`config.mk`:
```
export PLATFORM = sky130hd
export DESIGN_NAME = systolic_seq_ctrl
export DESIGN_NICKNAME = d
export VERILOG_FILES = /design/src/rtl/systolic_seq_ctrl.sv
export SDC_FILE = /design/constraint.sdc
export NUM_CORES = 1
export LEC_CHECK = 0
export ABC_AREA = 1
export CORE_MARGIN = 2
export CORE_UTILIZATION = 43
export DETAILED_ROUTE_END_ITERATION = 7
export PLACE_DENSITY = 0.88
export SLEW_MARGIN = 10
export SYNTH_ARGS = -nofsm -noshare
export SYNTH_HDL_FRONTEND = slang
export SYNTH_SLANG_ARGS = --single-unit
```
`constraint.sdc`:
```
create_clock -name clk -period 1.85 [get_ports clk]
set_input_delay 0.555 -clock clk [delete_from_list [all_inputs] [get_ports clk]]
set_output_delay 0.555 -clock clk [all_outputs]
set_load 0.005 [all_outputs]
```
`src/rtl/systolic_seq_ctrl.sv`:
```
// Sequencer for one systolic matmul pass: LOAD A/B rows, COMPUTE window, DRAIN C rows, DONE pulse.
// Optional busy-cycle counter on perf_cycles is built when SEQ_PERF_CNT_EN is defined.
module systolic_seq_ctrl #(
  parameter int DIM     = 8,
  parameter int ROWBITS = $clog2(DIM),
  parameter int CNTBITS = $clog2(3*DIM)
) (
  input  logic               clk,
  input  logic               rst,
  input  logic               start,
  output logic               busy,
  output logic               done,
  input  logic               ld_valid,
  output logic               ld_ready,
  output logic               mem_WrEn,
  output logic [ROWBITS-1:0] mem_row,
  output logic               mem_en,
  output logic               sa_en,
  output logic [ROWBITS-1:0] sa_Crow,
  output logic               c_valid,
  input  logic               c_ready,
  output logic [31:0]        perf_cycles
);

  typedef enum logic [2:0] {S_IDLE, S_LOAD, S_COMP, S_DRAIN, S_DONE} state_t;

  localparam logic [ROWBITS-1:0] ROW_LAST = ROWBITS'(DIM-1);
  localparam logic [CNTBITS-1:0] CC_LAST  = CNTBITS'(3*DIM-3);

  state_t             r_state, w_nxt;
  logic [ROWBITS-1:0] r_ld, w_ld, r_dr, w_dr;
  logic [CNTBITS-1:0] r_cc, w_cc;
  logic               r_busy, r_done, r_ld_ready, r_en, r_c_valid;
  logic               w_ld_acc, w_c_acc;

  assign w_ld_acc = ld_valid & r_ld_ready;
  assign w_c_acc  = c_ready & r_c_valid;

  always_comb begin
    w_nxt = r_state;
    w_ld  = r_ld;
    w_cc  = r_cc;
    w_dr  = r_dr;
    case (r_state)
      S_IDLE: if (start) begin
        w_nxt = S_LOAD;
        w_ld  = '0;
      end
      S_LOAD: if (w_ld_acc) begin
        if (r_ld == ROW_LAST) begin
          w_nxt = S_COMP;
          w_cc  = '0;
        end else begin
          w_ld = r_ld + 1'b1;
        end
      end
      S_COMP: begin
        if (r_cc == CC_LAST) begin
          w_nxt = S_DRAIN;
          w_dr  = '0;
        end else begin
          w_cc = r_cc + 1'b1;
        end
      end
      S_DRAIN: if (w_c_acc) begin
        if (r_dr == ROW_LAST) w_nxt = S_DONE;
        else                  w_dr  = r_dr + 1'b1;
      end
      S_DONE:  w_nxt = S_IDLE;
      default: w_nxt = S_IDLE;
    endcase
  end

  // Outputs are registered from the state being entered so they line up with r_state.
  always_ff @(posedge clk) begin
    if (rst) begin
      r_state    <= S_IDLE;
      r_ld       <= '0;
      r_cc       <= '0;
      r_dr       <= '0;
      r_busy     <= 1'b0;
      r_done     <= 1'b0;
      r_ld_ready <= 1'b0;
      r_en       <= 1'b0;
      r_c_valid  <= 1'b0;
    end else begin
      r_state    <= w_nxt;
      r_ld       <= w_ld;
      r_cc       <= w_cc;
      r_dr       <= w_dr;
      r_busy     <= (w_nxt != S_IDLE);
      r_done     <= (w_nxt == S_DONE);
      r_ld_ready <= (w_nxt == S_LOAD);
      r_en       <= (w_nxt == S_COMP);
      r_c_valid  <= (w_nxt == S_DRAIN);
    end
  end

  assign busy     = r_busy;
  assign done     = r_done;
  assign ld_ready = r_ld_ready;
  assign mem_WrEn = w_ld_acc;
  assign mem_row  = r_ld;
  assign mem_en   = r_en;
  assign sa_en    = r_en;
  assign sa_Crow  = r_dr;
  assign c_valid  = r_c_valid;

`ifdef SEQ_PERF_CNT_EN
  logic [31:0] r_perf;

  // The accepting start cycle is the first cycle of the pass, so the count restarts at 1.
  always_ff @(posedge clk) begin
    if (rst)                                     r_perf <= '0;
    else if (r_state == S_IDLE && start)         r_perf <= 32'd1;
    else if (r_busy && r_perf != 32'hFFFF_FFFF)  r_perf <= r_perf + 32'd1;
  end

  assign perf_cycles = r_perf;
`else
  assign perf_cycles = 32'h0;
`endif

endmodule

```
==> run_results.csv, run 1 <==
group,metric,value,unit
timing,grt_setup_unrepaired,"false",
setup_path,crit_path_start_kind,"flop",
logic_synthesis,ys_warn_count,0,
routing,wl_per_cell,8.81,microns
die,start_util,0.458,
finish,antenna_cells,0,
finish,areaGrowthSynthToFinish,9.54,%
power,p_int,0.567,mW
timing,fmax,566,MHz
clock_network,cts_tree,"done",
clock_network,clockBufferDepth,2,
placed_design,dp.cells,226,
timing,hold_viol,0,
setup_path,critical_path_class,"reg2out",
die,core_area,2810,sq um
placed_design,placed_area,1370,sq um
clock_network,clkTransAtPathRegs,120,ps
clock_network,clockRootBuffer,"clkbuf_4",
status,violations,"DRC",
clock_network,cts_buffers,3,
placed_design,post-place-ws,-355,ps
power,swShare,0.280,
global_routing,grt_overflow,0,
logic_synthesis,syn-cell-area,1280,sq um
global_routing,grt_max_degree,11,
timing,fin_crit,1770,ps
setup_path,worst-path-buf-inv,1,
clock_network,hold_buffers,0,
routing,via_count,1035,
power,power_density,560,nW/um^2
global_routing,grt_antenna_before_repair,0,
finish,fin_nets,212,
die,dieHeight,58.7,microns
timing,setup_ws,84.4,ps
setup_path,path_cells,"clkdlybuf4s50_1",
timing,period_share,0.954,
status,status,"finished with violations",
logic_synthesis,yosysSeqAreaShare,0.296,
finish,stdcell_count,231,
die,rows,19,
finish,post-route-util,0.502,
timing,slew_viol_final,0,
power,peakVddDrop,0.000439,V
power,switching_power,0.221,mW
power,power_frac_comb,0.169,
power,seqPwrFrac,0.553,
finish,fillers,277,
routing,route.detailed.drc,4,
routing,dr.pass1.iters,6,
logic_synthesis,ys_seq_elements,19,
routing,antenna_left,0,
logic_synthesis,synth.largest_area_cell,"dfxtp_1",
setup_path,slowest_stage,"clkdlybuf4s50_1",
clock_network,cts_sinks,19,
routing,drt-vias-per-instance,4.48,
logic_synthesis,synth_cell_types,23,
setup_path,crit_arrival,1210,ps
power,p_leak,0.650,nW
timing,fin_setup_tns,0,ps
timing,whs,526,ps
finish,drive_gt1_frac,0.130,
logic_synthesis,syn_avg_cell_area,7.18,sq um
placed_design,place.gp.congestion,0.796,
timing,setup_viol,0,
die,die_w,58.7,microns
setup_path,crit_path_max_fanout,4,
global_routing,grt_usage,0.125,
timing,finClkSkew,6.74,ps
power,p_clk_frac,0.278,
die,pin_count,50,
setup_path,critPathCaptureType,"primary output",
routing,wirelength,2040,microns
logic_synthesis,yosysTopAreaCellShare,0.296,
global_routing,grt_pass1_vias,810,
run,maxCapViolations,0,
min_path,hold_path_class,"reg2reg",
clock_network,clk_latency,300,ps
logic_synthesis,synth.area.top_cells,"dfxtp_1 30%, buf_4 20%, nand2_1 11%",
power,finalPower,0.788,mW
global_routing,grt_pass1_wl,3330,microns
die,die_area,3440,sq um
placed_design,place_hpwl,1550,microns
clock_network,htree_levels,1,
routing,drtIter0Drc,21,
placed_design,io_buffer_count,17,
setup_path,max_stage_delay,520,ps
setup_path,critPathRequiredTime,1290,ps
setup_path,cp_top_family,"buffers and inverters",
logic_synthesis,syn_inst,179,
finish,final_area,1410,sq um
==> power groups by stage <==
stage / combinational [mW] / clock [mW] / sequential [mW]
detailed placement: 0.131 / 0 / 0.446
floorplan: 0.127 / 0 / 0.445
CTS: 0.133 / 0.226 / 0.436
global route: 0.151 / 0.246 / 0.438
global placement: 0.129 / 0 / 0.445
finish: 0.133 / 0.219 / 0.436
==> sequential cells by signal, summed over array words and instances, names as in the netlist <==
register and count:
r_cc 5, mem_row 3, r_state 3, sa_Crow 3, busy 1, c_valid 1, done 1, ld_ready 1
mem_en 1
==> kinds of logic after synthesis <==
logic type | Yosys count | synth area share
and+or+nand+nor | 89 | 0.322
buffers and inverters | 51 | 0.249
DFF | 19 | 0.296
AOI/OAI and AO/OA | 12 | 0.0643
adders and majority gates | 6 | 0.0584
xor gates and xnor gates | 1 | 0.00682
other | 1 | 0.00292
==> cell usage in the layout, fill, tap and decap left out, drive strengths merged <==
| master | instances |
|---|---|
| nor2 | 23 |
| inv | 15 |
| clkdlybuf4s15 | 1 |
| clkbuf | 4 |
| ha | 6 |
| nand3 | 17 |
| clkinv | 1 |
| a21oi | 9 |
| xnor2 | 1 |
| buf | 4 |
| nand4 | 3 |
| clkdlybuf4s50 | 15 |
| nor3 | 1 |
| o21ai | 3 |
| dfxtp | 19 |
| conb | 32 |
| or2 | 1 |
| dlygate4sd2 | 1 |
| nand2 | 44 |
==> layout make-up <==
type                    instances  area, sq um  share of cell area
multi-input cells             140          701               0.498
clock buffers                   4         26.3              0.0187
flip-flops and latches         19          380               0.270
well taps                      31         38.8              0.0276
inverters                      16         61.3              0.0436
repair buffers                 21          200               0.142
==> synth_stat cells, drive strengths merged <==
| cell type | count |
|---|---|
| conb | 1 |
| buf | 35 |
| o21ai | 3 |
| or2 | 1 |
| nand4 | 3 |
| a21oi | 9 |
| inv | 15 |
| nor3 | 1 |
| nor2 | 23 |
| xnor2 | 1 |
| ha | 6 |
| clkinv | 1 |
| dfxtp | 19 |
| nand3 | 17 |
| nand2 | 44 |
==> routing by layer <==
layer,track usage,wire length (microns),part of all wire
met1,0.167,993,0.49
met2,0.193,881,0.43
met3,0.0484,153,0.075
met4,0.0292,8,0.0039
met5,0,0,0
==> worst paths after layout <==
kind                    from         end  slack (ps)  depth (start not counted)
setup / recovery  mem_row[0]  mem_row[0]          80                          1
setup reg to reg  mem_row[0]        busy         310                          9
hold / removal       r_cc[1]     r_cc[1]         530                          2
hold reg to reg      r_cc[1]     r_cc[1]         530                          2
==> repair_timing <==
item                                    in CTS  in global routing
gates resized for setup                      4                  0
endpoints found under the hold margin        0                  0
buffers inserted                             1                  0
endpoints found under the setup margin       1                  0
No activity file was read; power rests on OpenSTA's default activity.
==> run 2, diff against run 1 <==
- TNS_END_PERCENT: default -> 100
==> results of run 2 <==
The final DEF is identical to that of run 1; final timing and power are the same.
==> run 3, diff against run 2 <==
- GPL_TIMING_DRIVEN: default -> 0
==> run_results.csv, run 3 (same netlist as run 1, synthesis figures left out) <==
group,metric,value,unit
placed_design,placed_area,1610,sq um
routing,wl_per_cell,8.64,microns
timing,tightest_slew,510,ps
global_routing,grt.met3_usage,0.0330,
setup_path,critPathRequiredTime,1290,ps
setup_path,critical_path_class,"reg2out",
power,peakVddDrop,0.000374,V
timing,hold_viol,0,
routing,drt-vias-per-instance,4.22,
power,finalPower,0.837,mW
timing,finClkSkew,8.46,ps
global_routing,met1_usage,0.183,
clock_network,cts_sinks,19,
status,status,"finished with violations",
power,p_leak,0.822,nW
setup_path,crit_path_max_fanout,3,
placed_design,place_hpwl,1810,microns
routing,antenna_left,0,
die,pin_count,50,
die,core_area,2810,sq um
timing,setup_ws,74.6,ps
die,dieHeight,58.7,microns
global_routing,grt_pass1_vias,945,
routing,route.detailed.drc,4,
global_routing,grt_overflow,0,
placed_design,place.gp.congestion,0.840,
global_routing,grt_busiest_layer,"met2",
finish,largest_reg_flops,5,
timing,fmax,563,MHz
die,rows,19,
finish,drive_gt1_frac,0.247,
clock_network,clk_latency,310,ps
die,die_w,58.7,microns
finish,fin_nets,243,
global_routing,grt_usage,0.143,
routing,wirelength,2260,microns
clock_network,htree_levels,1,
finish,areaGrowthSynthToFinish,27.5,%
placed_design,post-place-ws,-335,ps
placed_design,dp.cells,258,
timing,grt_setup_unrepaired,"false",
setup_path,max_stage_delay,530,ps
finish,mostFrequentLayoutCell,"nand2_1",
clock_network,clockRootBuffer,"clkbuf_4",
run,maxCapViolations,0,
setup_path,crit_arrival,1220,ps
timing,fin_crit,1780,ps
min_path,hold_path_class,"reg2reg",
global_routing,grt_antenna_before_repair,0,
clock_network,clockBufferDepth,2,
finish,largest-register,"r_cc",
clock_network,cts_setup_buffers,0,
placed_design,io_buffer_count,17,
global_routing,grt_pass1_wl,3810,microns
finish,final_area,1640,sq um
timing,max_slew_margin,0.660,
setup_path,path_cells,"clkdlybuf4s50_1",
setup_path,crit_path_start_kind,"flop",
finish,antenna_cells,0,
setup_path,cp_top_family,"buffers and inverters",
finish,stdcell_count,262,
clock_network,clkTransAtPathRegs,120,ps
die,start_util,0.458,
setup_path,slowest_stage,"clkdlybuf4s50_1",
die,die_area,3440,sq um
global_routing,grt.met2_usage,0.234,
setup_path,worst-path-buf-inv,1,
routing,via_count,1105,
status,violations,"DRC",
power,power_density,511,nW/um^2
finish,final_cell_mix,"38 x nand2_1, 34 x buf_4, 32 x conb_1, 21 x nor2_1, 19 x dfxtp_1",
clock_network,cts_buffers,3,
clock_network,cts_tree,"done",
routing,drtIter0Drc,35,
timing,slew_viol_final,0,
setup_path,critPathCaptureType,"primary output",
timing,setup_viol,0,
timing,period_share,0.960,
global_routing,grt_max_degree,12,
routing,dr.pass1.iters,6,
[run 3: path summary, 6_finish.rpt]
kind / start / endpoint / slack [ps] / depth (start not counted)
hold reg to reg: mem_row[2] / mem_row[2] / 530 / 2
hold / removal: mem_row[2] / mem_row[2] / 530 / 2
setup / recovery: sa_Crow[0] / sa_Crow[0] / 70 / 1
setup reg to reg: mem_row[0] / busy / 290 / 7
[run 3: layer usage]
| metal | routed length [microns] | up-vias |
|---|---|---|
| met5 | 0 | - |
| met4 | 29 | 0 |
| met3 | 177 | 4 |
| met2 | 1030 | 33 |
| met1 | 1030 | 461 |
| li1 | - | 607 |
[run 3: stage by stage]
| stage | hold slack, ps | TNS, ps | util |
|---|---|---|---|
| detailed placement | 517 | -335 | 0.574 |
| global placement | 498 | -347 | 0.574 |
| global route | 550 | 0 | 0.584 |
| floorplan | 487 | 0 | - |
| finish | 530 | 0 | 0.584 |
| CTS | 534 | 0 | 0.584 |
[run 3: repair_timing]
action / CTS / global route
hold buffers: 0 / 0
resized for setup: 4 / 0
endpoints found under the setup margin: 1 / 0
[run 3: cell type report]
class	instances	area, sq um
fillers	267	1170
multi-input cells	140	701
flip-flops and latches	19	380
plain buffers	35	259
repair buffers	17	170
inverters	16	61.3
well taps	31	38.8
clock buffers	3	22.5
clock inverters	1	5.00
[run 3: tightest hold or removal path, cell delays in order (launching register included)]
cell and delay, ps:
dfxtp_1 340, a21oi_1 110, nor2_1 50
[run 3: where the power goes]
part           internal (mW)  switching [mW]
clock                 0.0807           0.138
sequential             0.424          0.0122
combinational         0.0994          0.0832
total                  0.604           0.233
==> RTL change: new RTL, config.mk and constraints of run 2 <==
`DIM`: 8 -> 4.
--- a/src/rtl/systolic_seq_ctrl.sv
+++ b/src/rtl/systolic_seq_ctrl.sv
@@ -1,7 +1,7 @@
 // Sequencer for one systolic matmul pass: LOAD A/B rows, COMPUTE window, DRAIN C rows, DONE pulse.
 // Optional busy-cycle counter on perf_cycles is built when SEQ_PERF_CNT_EN is defined.
 module systolic_seq_ctrl #(
-  parameter int DIM     = 8,
+  parameter int DIM     = 4,
   parameter int ROWBITS = $clog2(DIM),
   parameter int CNTBITS = $clog2(3*DIM)
 ) (
Ports: changed (resized mem_row and sa_Crow); port bits go from 50 to 48. No check against the original RTL was run, so the function may have changed too.
==> RTL change against run 2 <==
Final cell count is 10% lower. Sequential cell count is 3 lower. Area after synthesis is 14% lower. Non-clock buffer count is 1 higher. Clock skew is 2.6 ps lower. Cell area is 11% lower. Wire length is 13% lower. Clock power is 10% higher. Fmax hardly changed. Total power is 8.9% lower. Setup slack worse by 0.83 ps. Register-to-register slack better by 120 ps. Critical endpoint is now sa_Crow[0]. Largest power group unchanged.
==> RTL change: results (changes against run 2) <==
* Status: finished, final reports clean
* Fin nets at 188 (-11%)
* GRT Util Overall at 0.142 (+0.0162)
* First-pass iteration count of the detailed router at 4 (-2)
* Crit-path slowest cell: clkdlybuf4s50_1
* WL per Instance at 8.56 µm (-2.9%)
* Post-detail-place hpwl at 1400 µm (-9.6%)
* Kind of cell adding the most delay to the critical path: buffers and inverters
* Clk buf depth at 2 (unchanged)
* Synth area leaders: dfxtp_1 29%, buf_4 23%, nand2_1 8.1%, nor2_1 7.4%, ha_1 4.5%
* Largest regs: r_cc x4, r_state x3
* Clock power frac at 0.335 (+0.057)
* Post-synthesis cell type count at 20 (-13%)
* Crit-path max cell delay at 520 ps (about the same)
* Clock Root Buffer: clkbuf_4
* Compound-Gate Fraction of Synth Area at 0.0339 (-0.0304)
* FF-to-FF Start: ld_ready$_SDFF_PP0_
* Hold_sp: mem_row[1]$_SDFFE_PP0P_
* Most frequent cells after synthesis: 34 x buf_4, 24 x nand2_1, 22 x nor2_1, 16 x dfxtp_1, 12 x inv_1
* Fin Clk Skew at 4.17 ps (-2.57 ps)
* Largest net degree at the start of global routing at 10 (-1)
* Post-Synth Adder-Cell Area at 0.0451 (-0.0133)
* Sw power at 189 µW (-14%)
* Placed cell area at 1180 µm² (-14%)
* Seq power at 367 µW (-16%)
* Synth Area in XOR/XNOR at 0.00790 (+0.00108)
* Arrival @ worst endpoint at 1210 ps (about the same)
* Drt total wl at 1780 µm (-13%)
* Global-route wire length before repair at 3020 µm (-9.3%)
* Skew-Pair Late Insertion Delay at 300 ps (about the same)
* Initial antenna violation count at 0 (unchanged)
* # diodes at 0 (unchanged)
* H-tree depth at 1 (unchanged)
* Yosys warnings at 0 (unchanged)
* CTS buffer count at 3 (unchanged)
* Layout cells sized above 1 at 0.213 (+0.0835)
* DR vias/cell at 4.25 (-5.3%)
* Sink Count at 16 (-3)
* Placed Instances at 200 (-12%)
* Hold path cells at 2 (unchanged)
* Synth area leader: dfxtp_1
* FF-to-FF setup slack at 430 ps (+120 ps)
* Post-synth ARST share at 0 (unchanged)
* Worst r2r dst: r_cc[1]$_SDFFE_PP0P_
* Clock transition at the registers of the reported paths at 100 ps (-20 ps)
* RD Place Congestion at 0.817 (+2.6%)
* R2R depth at 12 (+3)
* Number of global-route vias before repair at 759 (-6.3%)
* WHS Endpoint: mem_row[1]$_SDFFE_PP0P_
* Register area share after synthesis at 0.289 (-0.00707)
* Violation count after the first detailed-route iteration at 9 (-57%)
* Synth Instances at 155 (-13%)
* # port buffers at 15 (-2)
* Fill cells at 232 (-16%)
* Worst-path maximum fanout at 4 (unchanged)
* Lkg Pwr at 0.000608 µW (-6.5%)
* Mux cell area share after synthesis at 0 (unchanged)
* VDD IR-drop max at 0.000280 V (-36%)
* Worst min path class: reg -> reg
-- RTL change: stage by stage --
step	total power, µW	hold WS (ps)	setup slack (ps)	TNS, ps	utilization
detailed placement	478	512	-332	-332	0.481
floorplan	483	497	590	0	-
global route	763	563	47.6	0	0.508
finish	718	518	83.6	0	0.508
global placement	474	500	-320	-320	0.481
CTS	723	526	63.4	0	0.506
-- RTL change: cells by family (layout without fill, tap and decap cells) --
kind of cell,Yosys count,after routing
DFF,16,16
other,1,32
adders and majority gates,4,4
AOI/OAI and AO/OA,6,6
buffers and inverters,51,43
xor gates and xnor gates,1,1
and+or+nand+nor,76,76
-- RTL change: layout make-up --
class	count	share of cell area
Clock buffer	4	0.0291
Timing Repair Buffer	22	0.161
Sequential cell	16	0.257
Multi-Input combinational cell	119	0.472
Tap cell	30	0.0301
Inverter	17	0.0512
-- RTL change: worst max-delay path by stage --
stage	from	end	slack (ps)	depth (start not counted)
finish	sa_Crow[0]$_SDFFE_PP0P_	sa_Crow[0]	80	1
global route	sa_Crow[0]$_SDFFE_PP0P_	sa_Crow[0]	50	1
CTS	ld_valid	mem_WrEn	60	4
detailed placement	ld_valid	mem_WrEn	-330	4
global placement	ld_valid	mem_WrEn	-320	4
floorplan	ld_valid	mem_WrEn	590	2
-- RTL change: per-layer routing --
metal / track usage / part of all wire
met3: 0.0328 / 0.056
met1: 0.158 / 0.40
met2: 0.246 / 0.52
met5: 0 / 0
met4: 0.0750 / 0.024
-- RTL change: repair_timing --
item / in CTS / in global routing
gates resized for setup: 4 / 3
cloned: 0 / 0
endpoints found under the setup margin: 1 / 2
pin swaps: 1 / 3
buffers inserted: 4 / 0
